`src/rtl/input_skew_2x2.sv`:
```
// Two-lane input skew stage for the 2x2 systolic array: lane 1 lags lane 0 by one beat, and each tile ends with a drain beat.
// Optional INPUT_SKEW_STATS_EN adds a tile_count port that counts accepted m_last beats.
module input_skew_2x2 #(
    parameter int WIDTH = 16,
    parameter int ROWS  = 4
) (
    input  logic               clk,
    input  logic               rst,
    input  logic [1:0]         mux_reset,
    input  logic [2*WIDTH-1:0] s_data,
    input  logic               s_valid,
    output logic               s_ready,
    output logic [2*WIDTH-1:0] m_data,
    output logic               m_valid,
    input  logic               m_ready,
    output logic               m_last,
`ifdef INPUT_SKEW_STATS_EN
    output logic [15:0]        tile_count,
`endif
    output logic               busy
);

    localparam int CW = $clog2(ROWS + 1);

    typedef enum logic [1:0] {
        IDLE   = 2'd0,
        STREAM = 2'd1,
        DRAIN  = 2'd2
    } state_t;

    state_t           r_state;
    state_t           w_nextState;
    logic [CW-1:0]    r_rowCount;
    logic [CW-1:0]    w_nextCount;
    logic [WIDTH-1:0] r_skew;
    logic [WIDTH-1:0] r_out0;
    logic [WIDTH-1:0] r_out1;
    logic             r_valid;
    logic             r_last;

    logic             w_adv;
    logic             w_accept;
    logic             w_drainLoad;
    logic             w_load;
    logic [WIDTH-1:0] w_next0;
    logic [WIDTH-1:0] w_next1;
    logic [WIDTH-1:0] w_nextSkew;

    // A full output register with no downstream acceptance stalls the whole stage.
    assign w_adv       = !r_valid || m_ready;
    assign s_ready     = w_adv && (r_state != DRAIN) && !rst;
    assign w_accept    = s_valid && s_ready;
    assign w_drainLoad = w_adv && (r_state == DRAIN);
    assign w_load      = w_accept || w_drainLoad;

    always_comb begin
        w_nextState = r_state;
        w_nextCount = r_rowCount;
        case (r_state)
            IDLE: begin
                if (w_accept) begin
                    w_nextState = STREAM;
                    w_nextCount = CW'(1);
                end
            end
            STREAM: begin
                if (w_accept) begin
                    w_nextCount = r_rowCount + CW'(1);
                    if (r_rowCount == CW'(ROWS - 1)) begin
                        w_nextState = DRAIN;
                    end
                end
            end
            DRAIN: begin
                if (w_drainLoad) begin
                    w_nextState = IDLE;
                    w_nextCount = '0;
                end
            end
            default: begin
                w_nextState = IDLE;
                w_nextCount = '0;
            end
        endcase
    end

    // The drain beat carries the last held lane-1 element, and the skew register is emptied for the next tile.
    always_comb begin
        w_next0    = w_accept ? s_data[WIDTH-1:0] : '0;
        w_next1    = r_skew;
        w_nextSkew = r_skew;
        if (w_drainLoad) begin
            w_nextSkew = '0;
        end else if (w_accept) begin
            w_nextSkew = s_data[2*WIDTH-1:WIDTH];
        end
        if (mux_reset[1]) begin
            w_next0 = '0;
        end
        if (mux_reset[0]) begin
            w_next1 = '0;
        end
    end

    always_ff @(posedge clk) begin
        if (rst) begin
            r_state    <= IDLE;
            r_rowCount <= '0;
            r_skew     <= '0;
            r_out0     <= '0;
            r_out1     <= '0;
            r_valid    <= 1'b0;
            r_last     <= 1'b0;
        end else begin
            r_state    <= w_nextState;
            r_rowCount <= w_nextCount;
            r_skew     <= w_nextSkew;
            if (w_load) begin
                r_out0  <= w_next0;
                r_out1  <= w_next1;
                r_valid <= 1'b1;
                r_last  <= w_drainLoad;
            end else if (m_ready) begin
                r_valid <= 1'b0;
                r_last  <= 1'b0;
            end
        end
    end

`ifdef INPUT_SKEW_STATS_EN
    logic [15:0] r_tileCount;

    always_ff @(posedge clk) begin
        if (rst) begin
            r_tileCount <= '0;
        end else if (r_valid && r_last && m_ready) begin
            r_tileCount <= r_tileCount + 16'd1;
        end
    end

    assign tile_count = r_tileCount;
`endif

    assign m_data  = {r_out1, r_out0};
    assign m_valid = r_valid;
    assign m_last  = r_last;
    assign busy    = (r_state != IDLE);

endmodule

```
`config.mk`:
```
export PLATFORM = sky130hd
export DESIGN_NAME = input_skew_2x2
export DESIGN_NICKNAME = d
export VERILOG_FILES = /design/src/rtl/input_skew_2x2.sv
export SDC_FILE = /design/constraint.sdc
export NUM_CORES = 1
export LEC_CHECK = 0
export ABC_AREA = 1
export CAP_MARGIN = 20
export CORE_MARGIN = 10
export CORE_UTILIZATION = 49
export DETAILED_ROUTE_END_ITERATION = 10
export PLACE_DENSITY = 0.85
export SYNTH_ARGS = -nofsm -noshare
export SYNTH_HDL_FRONTEND = slang
export SYNTH_SLANG_ARGS = --single-unit
```
`constraint.sdc`:
```
create_clock -name clk -period 1.85 [get_ports clk]
set_input_delay 0.37 -clock clk [delete_from_list [all_inputs] [get_ports clk]]
set_output_delay 0.37 -clock clk [all_outputs]
set_load 0.05 [all_outputs]
```
Word-level counts from Yosys, hierarchy flattened
Cells that the tools add are included.

Bits in registers: 55. Input bits: 38.

Add/sub/neg operators: 1. Eq/ne operators: 8. Mux-type cells: 15. Reduce and logical (&&, ||, !) cells: 14.

Operators by type and width (count): $mux 16 (3); $ne 2x2->1 const B (5); $mux 3 (3); $pmux 3 s3 (1); $mux 2 (4); $pmux 2 s3 (1); $logic_and 1x1->1 (4); $reduce_and 4->1 (1); $reduce_bool 2->1 (2); $add 3x1->3 const B (1); $eq 3x2->1 const B (1); $mux 1 (3); $reduce_and 3->1 (1); $eq 2x1->1 const B (1); $eq 2x2->1 const B (1); $logic_not 1->1 (2); $logic_not 2->1 (1); $logic_or 1x1->1 (2); $reduce_or 2->1 (1).

Logic depth before layout (Yosys ltp)
Gate-level depths: netlist (run 1).

Word-level depth: 7. Mapped depth: 10. Mapped depth without buffers: 9.

Least setup slack after synthesis (run 1)
No wires, ideal clock.

Kind: flip-flop to output port. From: register r_valid (netlist: m_valid). To: output port s_ready. Arrival time: 1.448 ns. Required time: 1.480 ns. Path slack: 0.032 ns. Stages on the path, launching flop included: 4. Path through: dfxtp_1 > nand2_1 > nand2_1 > nor2_1.

Cells in the longest elaborated chain, start to end: 4.

RTL lines: start: declaration (RTL line 38) `logic r_valid;`; start signal: assignment (RTL line 112) `r_valid <= 1'b0;`; start signal: assignment (RTL line 121) `r_valid <= 1'b1;`; start signal: assignment (RTL line 124) `r_valid <= 1'b0;`; $logic_not 1->1 (RTL line 50) `assign w_adv = !r_valid || m_ready;`; $logic_or 1x1->1 (RTL line 50); $logic_and 1x1->1 (2 in series) (RTL line 51) `assign s_ready = w_adv && (r_state != DRAIN) && !rst;`; end: declaration (RTL line 12) `output logic s_ready,`.

No other way between the ends.

Final worst setup path (run 1)
From: input port m_ready. To: output port s_ready.

Cells in the longest elaborated chain, start to end: 3.

RTL lines: start: declaration (RTL line 15) `input logic m_ready,`; $logic_or 1x1->1 (RTL line 50); $logic_and 1x1->1 (2 in series) (RTL line 51).

No other way between the ends.

==> flow_metrics.py, run 1 <==
metrics = {
    "outcome": {
        "status": "completed",
    },
    "critical_path": {
        "cp.arrival_ns": 1.39,
        "reg2reg_from": "r_state[0]",
        "critPathSlowestCell": "clkdlybuf4s50_1",
        "rrSetupSlack_ns": 0.36,
        "crit_buf_inv": 3,
        "crit_top_cell": "nand2_2",
        "r2r-end": "r_out0[12]",
        "worstPathRequired_ns": 1.48,
        "crit_family": "buffers and inverters",
        "critical_path.endpoint_type": "primary output",
        "crit_chain": "clkdlybuf4s50_1, inv_1, nand2_2, nand2_2, nor2_4, buf_12",
        "path_max_fanout": 4,
        "crit_cells": 6,
        "start_kind": "input pin",
        "worstSetupPathType": "input pin to primary output",
        "crit_end": "s_ready",
        "r2r_cells": 8,
        "critPathMaxStageDelay_ns": 0.46,
        "startpoint": "m_ready",
    },
    "layout": {
        "antenna_cells": 0,
        "syn2layout_area_growth_pct": 39.3,
        "stdcell_area_sq_um": 3090,
        "fin_nets": 402,
        "layout-drive-gt1-share": 0.240,
    },
    "die": {
        "core_region_area_sq_um": 4380,
        "die_area_sq_um": 7620,
        "fp.dieH_um": 87.3,
        "initial_core_util": 0.506,
        "num_rows": 24,
        "ios": 74,
        "die_width_um": 87.3,
    },
    "synthesis": {
        "syn_area_sq_um": 2220,
        "ys_warn_count": 0,
        "syn_nets": 326,
        "synth_cells": 286,
        "ys_top_cells_by_area": "dfxtp_1, nor2_1, nand2_1",
        "synth.distinct_cells": 20,
        "ys_seq_area_frac": 0.496,
        "synth.avg_cell_area_sq_um": 7.76,
        "synth_top_area_frac": 0.496,
        "ys_ff_latch": 55,
        "synth.largest_area_cell": "dfxtp_1",
    },
    "routing": {
        "ant_nets": 0,
        "drt_pass1_iterations": 4,
        "viasPerCell": 4.86,
        "drc": 0,
        "initialDrtViolationCount": 112,
        "wl_um": 5610,
        "vias": 2017,
        "wire_per_inst_um": 13.5,
    },
    "hold_path": {
        "hold_class": "register to register",
    },
    "clock_tree": {
        "worstSkewPairLatency_ns": 0.31,
        "clockBufferDepth": 2,
        "numCtsBuffers": 5,
        "cts_tree": "built",
        "root_buffer": "clkbuf_8",
        "clk_pin_slew_ns": 0.09,
        "htreeDepth": 2,
        "cts.sinks": 55,
    },
    "pwr": {
        "power_mw": 2.62,
        "swShare": 0.279,
        "power_density_nw_per_um2": 847,
        "pwr-share-seq": 0.489,
        "p_switching_uw": 731,
        "pwr-share-clk": 0.314,
        "peakVddDrop_mv": 0.448,
        "p_int_mw": 1.89,
        "power_leakage_nw": 1.37,
        "p_comb_frac": 0.198,
    },
    "timing": {
        "setup_tns_ns": 0,
        "finalSetupViolations": 0,
        "hold_slack_ns": 0.469,
        "clock.fmax_ghz": 0.568,
        "slew-limit-headroom": 0.632,
        "period_needed_ns": 1.76,
        "finalHoldViolations": 0,
        "finClkSkew_ns": 0.00788,
        "period_share": 0.952,
        "drv_slew": 0,
        "tightest_slew_ns": 0.551,
        "setup_slack_ns": 0.0897,
        "rsz0062_at_grt": "true",
    },
    "global_routing": {
        "top_usage_layer": "met2",
        "grt_pass1_wl_um": 9570,
        "antenna_found_initial": 0,
        "grt-ovfl-total": 0,
        "grt.met1_usage": 0.169,
        "grt_max_degree": 33,
        "gr-usage-met2": 0.233,
        "grt_pass1_vias": 2124,
        "track_usage": 0.150,
        "use_met3": 0.0880,
    },
    "flow_run": {
        "drv_cap": 0,
    },
    "place": {
        "portBuffers": 73,
        "place_worst_setup_slack_ns": -0.116,
        "dpl_cell_area_sq_um": 2960,
        "gp_congestion": 0.768,
        "dpl.hpwl_um": 4060,
    },
}
-- kinds of logic after synthesis --
logic type | after synthesis | synth area share
AOI/OAI and AO/OA | 52 | 0.152
DFF | 55 | 0.496
buffers and inverters | 44 | 0.0829
and+or+nand+nor | 133 | 0.258
adders and majority gates | 2 | 0.0113
-- worst min path at each step --
stage,from,end,slack (ns),cells past startpoint
after global placement,r_out0[1],r_out0[1],0.45,2
after floorplan,r_skew[0],r_skew[0],0.44,2
after global routing,r_out0[9],r_out0[9],0.49,2
after CTS,r_skew[2],r_skew[2],0.47,2
after detailed placement,r_skew[2],r_skew[2],0.45,2
final,r_skew[13],r_skew[13],0.47,2
-- state kept, by name (all words and copies together), names as in the netlist --
signal and flops:
r_out0 16, r_out1 16, r_skew 16, r_rowCount 3
r_state 2, m_last 1, m_valid 1
-- cell type report --
type / instances / area, sq um
Clock inverter: 2 / 35.0
Fill cell: 371 / 1290
Multi-Input combinational cell: 187 / 947
Timing Repair Buffer: 84 / 753
Clock buffer: 6 / 82.6
Tap cell: 52 / 65.1
Inverter: 29 / 109
Sequential cell: 55 / 1100
-- metal layers --
layer | wire length [um] | part of all wire | vias up
met1 | 2380 | 0.42 | 890
met5 | 0 | 0 | -
met3 | 736 | 0.13 | 6
met4 | 43 | 0.0077 | 0
li1 | - | - | 1052
met2 | 2450 | 0.44 | 69
-- cell usage after synthesis --
cell type,count
a211oi_1,16
a21oi_1,9
a21oi_2,10
buf_2,6
buf_4,1
buf_6,1
clkbuf_1,7
dfxtp_1,55
ha_1,2
inv_1,25
inv_2,4
nand2_1,36
nand2_2,12
nand2_4,1
nand3_1,6
nand4_4,1
nor2_1,75
nor2_4,1
o21ai_0,17
or2_2,1
-- power groups by stage --
| stage | clock network (mW) | registers [mW] | logic [mW] |
|---|---|---|---|
| after floorplan | 0 | 1.43 | 0.187 |
| after global placement | 0 | 1.31 | 0.508 |
| after detailed placement | 0 | 1.31 | 0.516 |
| after CTS | 0.835 | 1.28 | 0.522 |
| after global routing | 0.861 | 1.29 | 0.564 |
| final | 0.822 | 1.28 | 0.518 |
-- worst register-to-register path: stages (launching register included) --
cell and delay, ns:
dfxtp_1 0.42, inv_2 0.06, nand2_4 0.08, nor2_1 0.06
inv_2 0.05, nand2_2 0.05, inv_2 0.41, nand2_1 0.14
a21oi_2 0.15
-- what timing repair did --
action	in CTS	in global routing
hold buffers	0	0
pin swaps	0	1
resized for setup	2	3
buffers inserted	0	0
setup endpoints to repair	1	3
-- placed cells by master, fill, tap and decap left out, drive strengths merged --
cell            n
a211oi         16
a21oi          19
buf            46
bufinv          1
clkbuf          6
clkdlybuf4s50  37
clkinv          1
dfxtp          55
dlymetal6s2s    1
ha              2
inv            29
nand2          49
nand3           6
nand4           1
nor2           76
o21ai          17
or2             1
-- metrics by stage --
step / std cells / utilization
floorplan: 286 / -
global placement: 407 / 0.675
detailed placement: 407 / 0.675
CTS: 415 / 0.704
global route: 415 / 0.705
finish: 415 / 0.705
(Power assumes the default switching activity.)
==> run 2: changes to the inputs <==
CORE_MARGIN = 2   (was 10)
SETUP_SLACK_MARGIN = 0.15   (was default)
==> flow_metrics.py, run 2 (synthesis gave the netlist of run 1 again) <==
metrics = {
    "layout": {
        "final_cell_mix": "nor2_1, dfxtp_1, clkdlybuf4s50_1",
        "final_common_cell": "nor2_1",
        "syn2layout_area_growth_pct": 41.3,
        "layout-drive-gt1-share": 0.201,
        "stdcell_area_sq_um": 3140,
        "fin_nets": 404,
        "layout.cells.non_filler": 416,
        "antenna_cells": 0,
        "reg_top3": "r_out0: 16 flops, r_out1: 16 flops, r_skew: 16 flops",
    },
    "timing": {
        "finalHoldViolations": 0,
        "period_share": 0.875,
        "drv_slew": 0,
        "period_needed_ns": 1.62,
        "rsz0062_at_grt": "false",
        "slew-limit-headroom": 0.655,
        "finalSetupViolations": 0,
        "hold_slack_ns": 0.464,
        "clock.fmax_ghz": 0.618,
        "tightest_slew_ns": 0.520,
        "finClkSkew_ns": 0.00627,
    },
    "critical_path": {
        "worstPathRequired_ns": 1.48,
        "path_max_fanout": 2,
        "start_kind": "input pin",
        "cp.arrival_ns": 1.25,
        "critical_path.endpoint_type": "primary output",
        "reg2reg_from": "r_state[0]",
        "worstSetupPathType": "input pin to primary output",
        "startpoint": "rst",
    },
    "global_routing": {
        "antenna_found_initial": 0,
        "gr-usage-met2": 0.386,
        "grt_pass1_vias": 1998,
        "grt.met1_usage": 0.251,
        "use_met3": 0.0717,
        "grt_max_degree": 34,
        "track_usage": 0.216,
        "grt-ovfl-total": 0,
        "grt_pass1_wl_um": 8870,
        "top_usage_layer": "met2",
    },
    "place": {
        "dpl.hpwl_um": 3730,
        "dpl_cell_area_sq_um": 3000,
        "portBuffers": 73,
        "gp_congestion": 0.769,
        "dp.cells": 406,
    },
    "routing": {
        "vias": 2041,
        "initialDrtViolationCount": 163,
        "wl_um": 5220,
        "viasPerCell": 4.91,
        "drc": 0,
        "ant_nets": 0,
        "drt_pass1_iterations": 4,
        "wire_per_inst_um": 12.5,
    },
    "clock_tree": {
        "cts_tree": "built",
        "clockBufferDepth": 2,
        "holdBufCountCts": 0,
        "htreeDepth": 2,
        "worstSkewPairLatency_ns": 0.30,
        "root_buffer": "clkbuf_8",
        "numCtsBuffers": 5,
        "cts.sinks": 55,
        "clk_pin_slew_ns": 0.09,
    },
    "die": {
        "core_region_area_sq_um": 4350,
        "ios": 74,
        "num_rows": 24,
        "die_width_um": 71.3,
        "die_area_sq_um": 5080,
        "initial_core_util": 0.510,
        "fp.dieH_um": 71.3,
    },
    "pwr": {
        "peakVddDrop_mv": 0.363,
        "power_leakage_nw": 1.41,
        "power_density_nw_per_um2": 819,
        "power_mw": 2.57,
    },
    "hold_path": {
        "holdCritStartpoint": "r_out0[4]",
        "hold_class": "register to register",
    },
    "outcome": {
        "status": "completed",
    },
    "flow_run": {
        "drv_cap": 0,
    },
}
[run 2: cell types whose count changed in the layout (fill, tap and decap cells not counted)]
cell and change:
clkdlybuf4s50_1 -1, inv_1 -1, inv_4 +1, clkbuf_8 -1, nand2_4 +2, clkinv_2 -1, buf_8 +1, nand2_2 -2
clkinvlp_4 +1, buf_4 -15, dlygate4sd2_1 +17
[run 2: worst paths after layout]
path | endpoint | slack, ns | depth (start not counted)
worst max-delay path | s_ready | 0.23 | 4
worst min-delay path | r_out0[4] | 0.46 | 2
worst max register to register | r_skew[4] | 0.46 | 7
worst min register to register | r_out0[4] | 0.46 | 2
[run 2: timing repair]
action / CTS / global route
setup buffers: 2 / 1
setup endpoints to repair: 18 / 40
pin swaps: 2 / 1
resized for setup: 20 / 8
[run 2: where the power goes]
part	switching, mW	internal [mW]
clock network	0.375	0.396
logic	0.319	0.198
registers	0.0306	1.25
total	0.724	1.84
[run 2: final cells by class]
| class | instances | area, sq um |
|---|---|---|
| clock buffer | 5 | 68.8 |
| clock inverter | 2 | 37.5 |
| fill | 355 | 1220 |
| inverter | 29 | 111 |
| multi-input combinational | 187 | 957 |
| sequential | 55 | 1100 |
| tap | 52 | 65.1 |
| timing repair buffer | 86 | 795 |
[run 2: critical path, cell delays in order]
cell and delay (ns):
clkdlybuf4s50_1 0.44, buf_4 0.16, nor2_4 0.13, buf_12 0.15
[run 2: per-layer routing]
metal	part of all wire	wire, um
met1	0.43	2240
met2	0.48	2500
met3	0.084	440
met4	0.0061	32
met5	0	0
[run 2: stage by stage]
stage,TNS [ns],utilization,worst slack [ns]
after CTS,0,0.713,0.150
after floorplan,0,-,0.226
after global routing,0,0.720,0.181
final,0,0.720,0.231
after detailed placement,-1.53,0.688,-0.106
after global placement,-0.677,0.688,-0.0515
==> run 3: changes to the inputs <==
TNS_END_PERCENT = 10   (was default)
==> flow_metrics.py, run 3 (synthesis gave the netlist of run 1 again) <==
metrics = {
    "critical_path": {
        "cp.arrival_ns": 1.22,
        "critPathMaxStageDelay_ns": 0.42,
        "crit_chain": "inv_2, nand2_4, nand2_4, nor2_4, buf_12",
        "critical_path.endpoint_type": "primary output",
        "start_kind": "register",
        "worstPathRequired_ns": 1.48,
        "crit_top_cell": "nand2_4",
        "path_max_fanout": 5,
        "critPathSlowestCell": "dfxtp_1",
        "worstSetupPathType": "register to primary output",
    },
    "clock_tree": {
        "worstSkewPairLatency_ns": 0.30,
        "clk_pin_slew_ns": 0.09,
        "root_buffer": "clkbuf_8",
        "numCtsBuffers": 5,
        "cts_setup_buffers": 0,
        "clockBufferDepth": 2,
        "holdBufCountCts": 0,
        "cts_tree": "built",
        "htreeDepth": 2,
        "cts.sinks": 55,
    },
    "pwr": {
        "power_density_nw_per_um2": 813,
        "peakVddDrop_mv": 0.353,
        "power_leakage_nw": 1.60,
        "power_mw": 2.57,
    },
    "die": {
        "core_region_area_sq_um": 4350,
        "ios": 74,
        "fp.dieH_um": 71.3,
        "die_width_um": 71.3,
        "num_rows": 24,
        "die_area_sq_um": 5080,
        "initial_core_util": 0.510,
    },
    "routing": {
        "drt_pass1_iterations": 4,
        "viasPerCell": 4.92,
        "ant_nets": 0,
        "initialDrtViolationCount": 157,
        "drc": 0,
        "vias": 2032,
        "wl_um": 5230,
        "wire_per_inst_um": 12.7,
    },
    "timing": {
        "tightest_slew_ns": 0.515,
        "finalSetupViolations": 0,
        "hold_slack_ns": 0.463,
        "setup_tns_ns": 0,
        "clock.fmax_ghz": 0.627,
        "slew-limit-headroom": 0.656,
        "period_needed_ns": 1.59,
        "period_share": 0.862,
        "finalHoldViolations": 0,
        "rsz0062_at_grt": "false",
        "drv_slew": 0,
        "finClkSkew_ns": 0.00619,
    },
    "global_routing": {
        "grt_pass1_wl_um": 8690,
        "track_usage": 0.213,
        "grt-ovfl-total": 0,
        "grt_max_degree": 34,
        "antenna_found_initial": 0,
        "grt_pass1_vias": 1966,
    },
    "place": {
        "dpl.hpwl_um": 3730,
        "portBuffers": 73,
        "gp_congestion": 0.769,
        "dpl_cell_area_sq_um": 3000,
    },
    "outcome": {
        "status": "completed",
    },
    "hold_path": {
        "hold_class": "register to register",
    },
    "layout": {
        "final_cell_mix": "nor2_1, dfxtp_1, clkdlybuf4s50_1",
        "multi_input_area_sq_um": 957,
        "antenna_cells": 0,
        "nFillCells": 347,
        "final_common_cell": "nor2_1",
        "stdcell_area_sq_um": 3160,
        "utilization": 0.726,
        "syn2layout_area_growth_pct": 42.5,
        "fin_nets": 401,
        "layout-drive-gt1-share": 0.194,
        "register_area_sq_um": 1100,
        "reg_top3": "r_out0: 16 flops, r_out1: 16 flops, r_skew: 16 flops",
    },
    "flow_run": {
        "drv_cap": 0,
    },
}
==> run 3: cell type report <==
class                           count  area share
Multi-Input combinational cell    187       0.303
Sequential cell                    55       0.348
Inverter                           29      0.0344
Timing Repair Buffer               83       0.261
Tap cell                           52      0.0206
Clock inverter                      2      0.0119
Clock buffer                        5      0.0218
==> run 3: repair_timing <==
| item | CTS | global route |
|---|---|---|
| endpoints found under the hold margin | 0 | 0 |
| gates cloned | 0 | 0 |
| resized for setup | 1 | 23 |
| pin swaps | 0 | 2 |
| setup endpoints to repair | 18 | 40 |
==> run 3: critical path, delay by kind of cell, from the launching register on <==
| family | cells | cell delay (ns) |
|---|---|---|
| DFF | 1 | 0.42 |
| buffers and inverters | 2 | 0.21 |
| and+or+nand+nor | 3 | 0.29 |
==> run 3: metal layers <==
| metal | track usage | routed length [um] | vias to the layer above |
|---|---|---|---|
| met2 | 0.377 | 2500 | 75 |
| met5 | 0 | 0 | - |
| met1 | 0.248 | 2230 | 905 |
| met3 | 0.0703 | 461 | 5 |
| met4 | 0.0503 | 43 | 0 |
| li1 | - | - | 1047 |
==> run 3: per-stage QoR <==
step	std cells	setup slack [ns]
2_1_floorplan	286	0.226
3_3_place_gp	406	-0.0515
6_report	413	0.256
3_5_place_dp	406	-0.106
5_1_grt	413	0.164
4_1_cts	413	0.000957
==> run 3: path summary, 6_finish.rpt <==
kind	slack (ns)	to	startpoint	cells after the start
setup / recovery	0.26	s_ready	r_state[0]	5
hold / removal	0.46	r_out0[4]	r_out0[4]	2
setup reg to reg	0.37	r_out0[8]	r_state[0]	8
hold reg to reg	0.46	r_out0[4]	r_out0[4]	2
==> run 3: report_power, final <==
| part | total (mW) | internal (mW) | switching [mW] |
|---|---|---|---|
| clock network | 0.771 | 0.396 | 0.375 |
| registers | 1.28 | 1.25 | 0.0307 |
| logic | 0.519 | 0.202 | 0.317 |
| total | 2.57 | 1.85 | 0.723 |
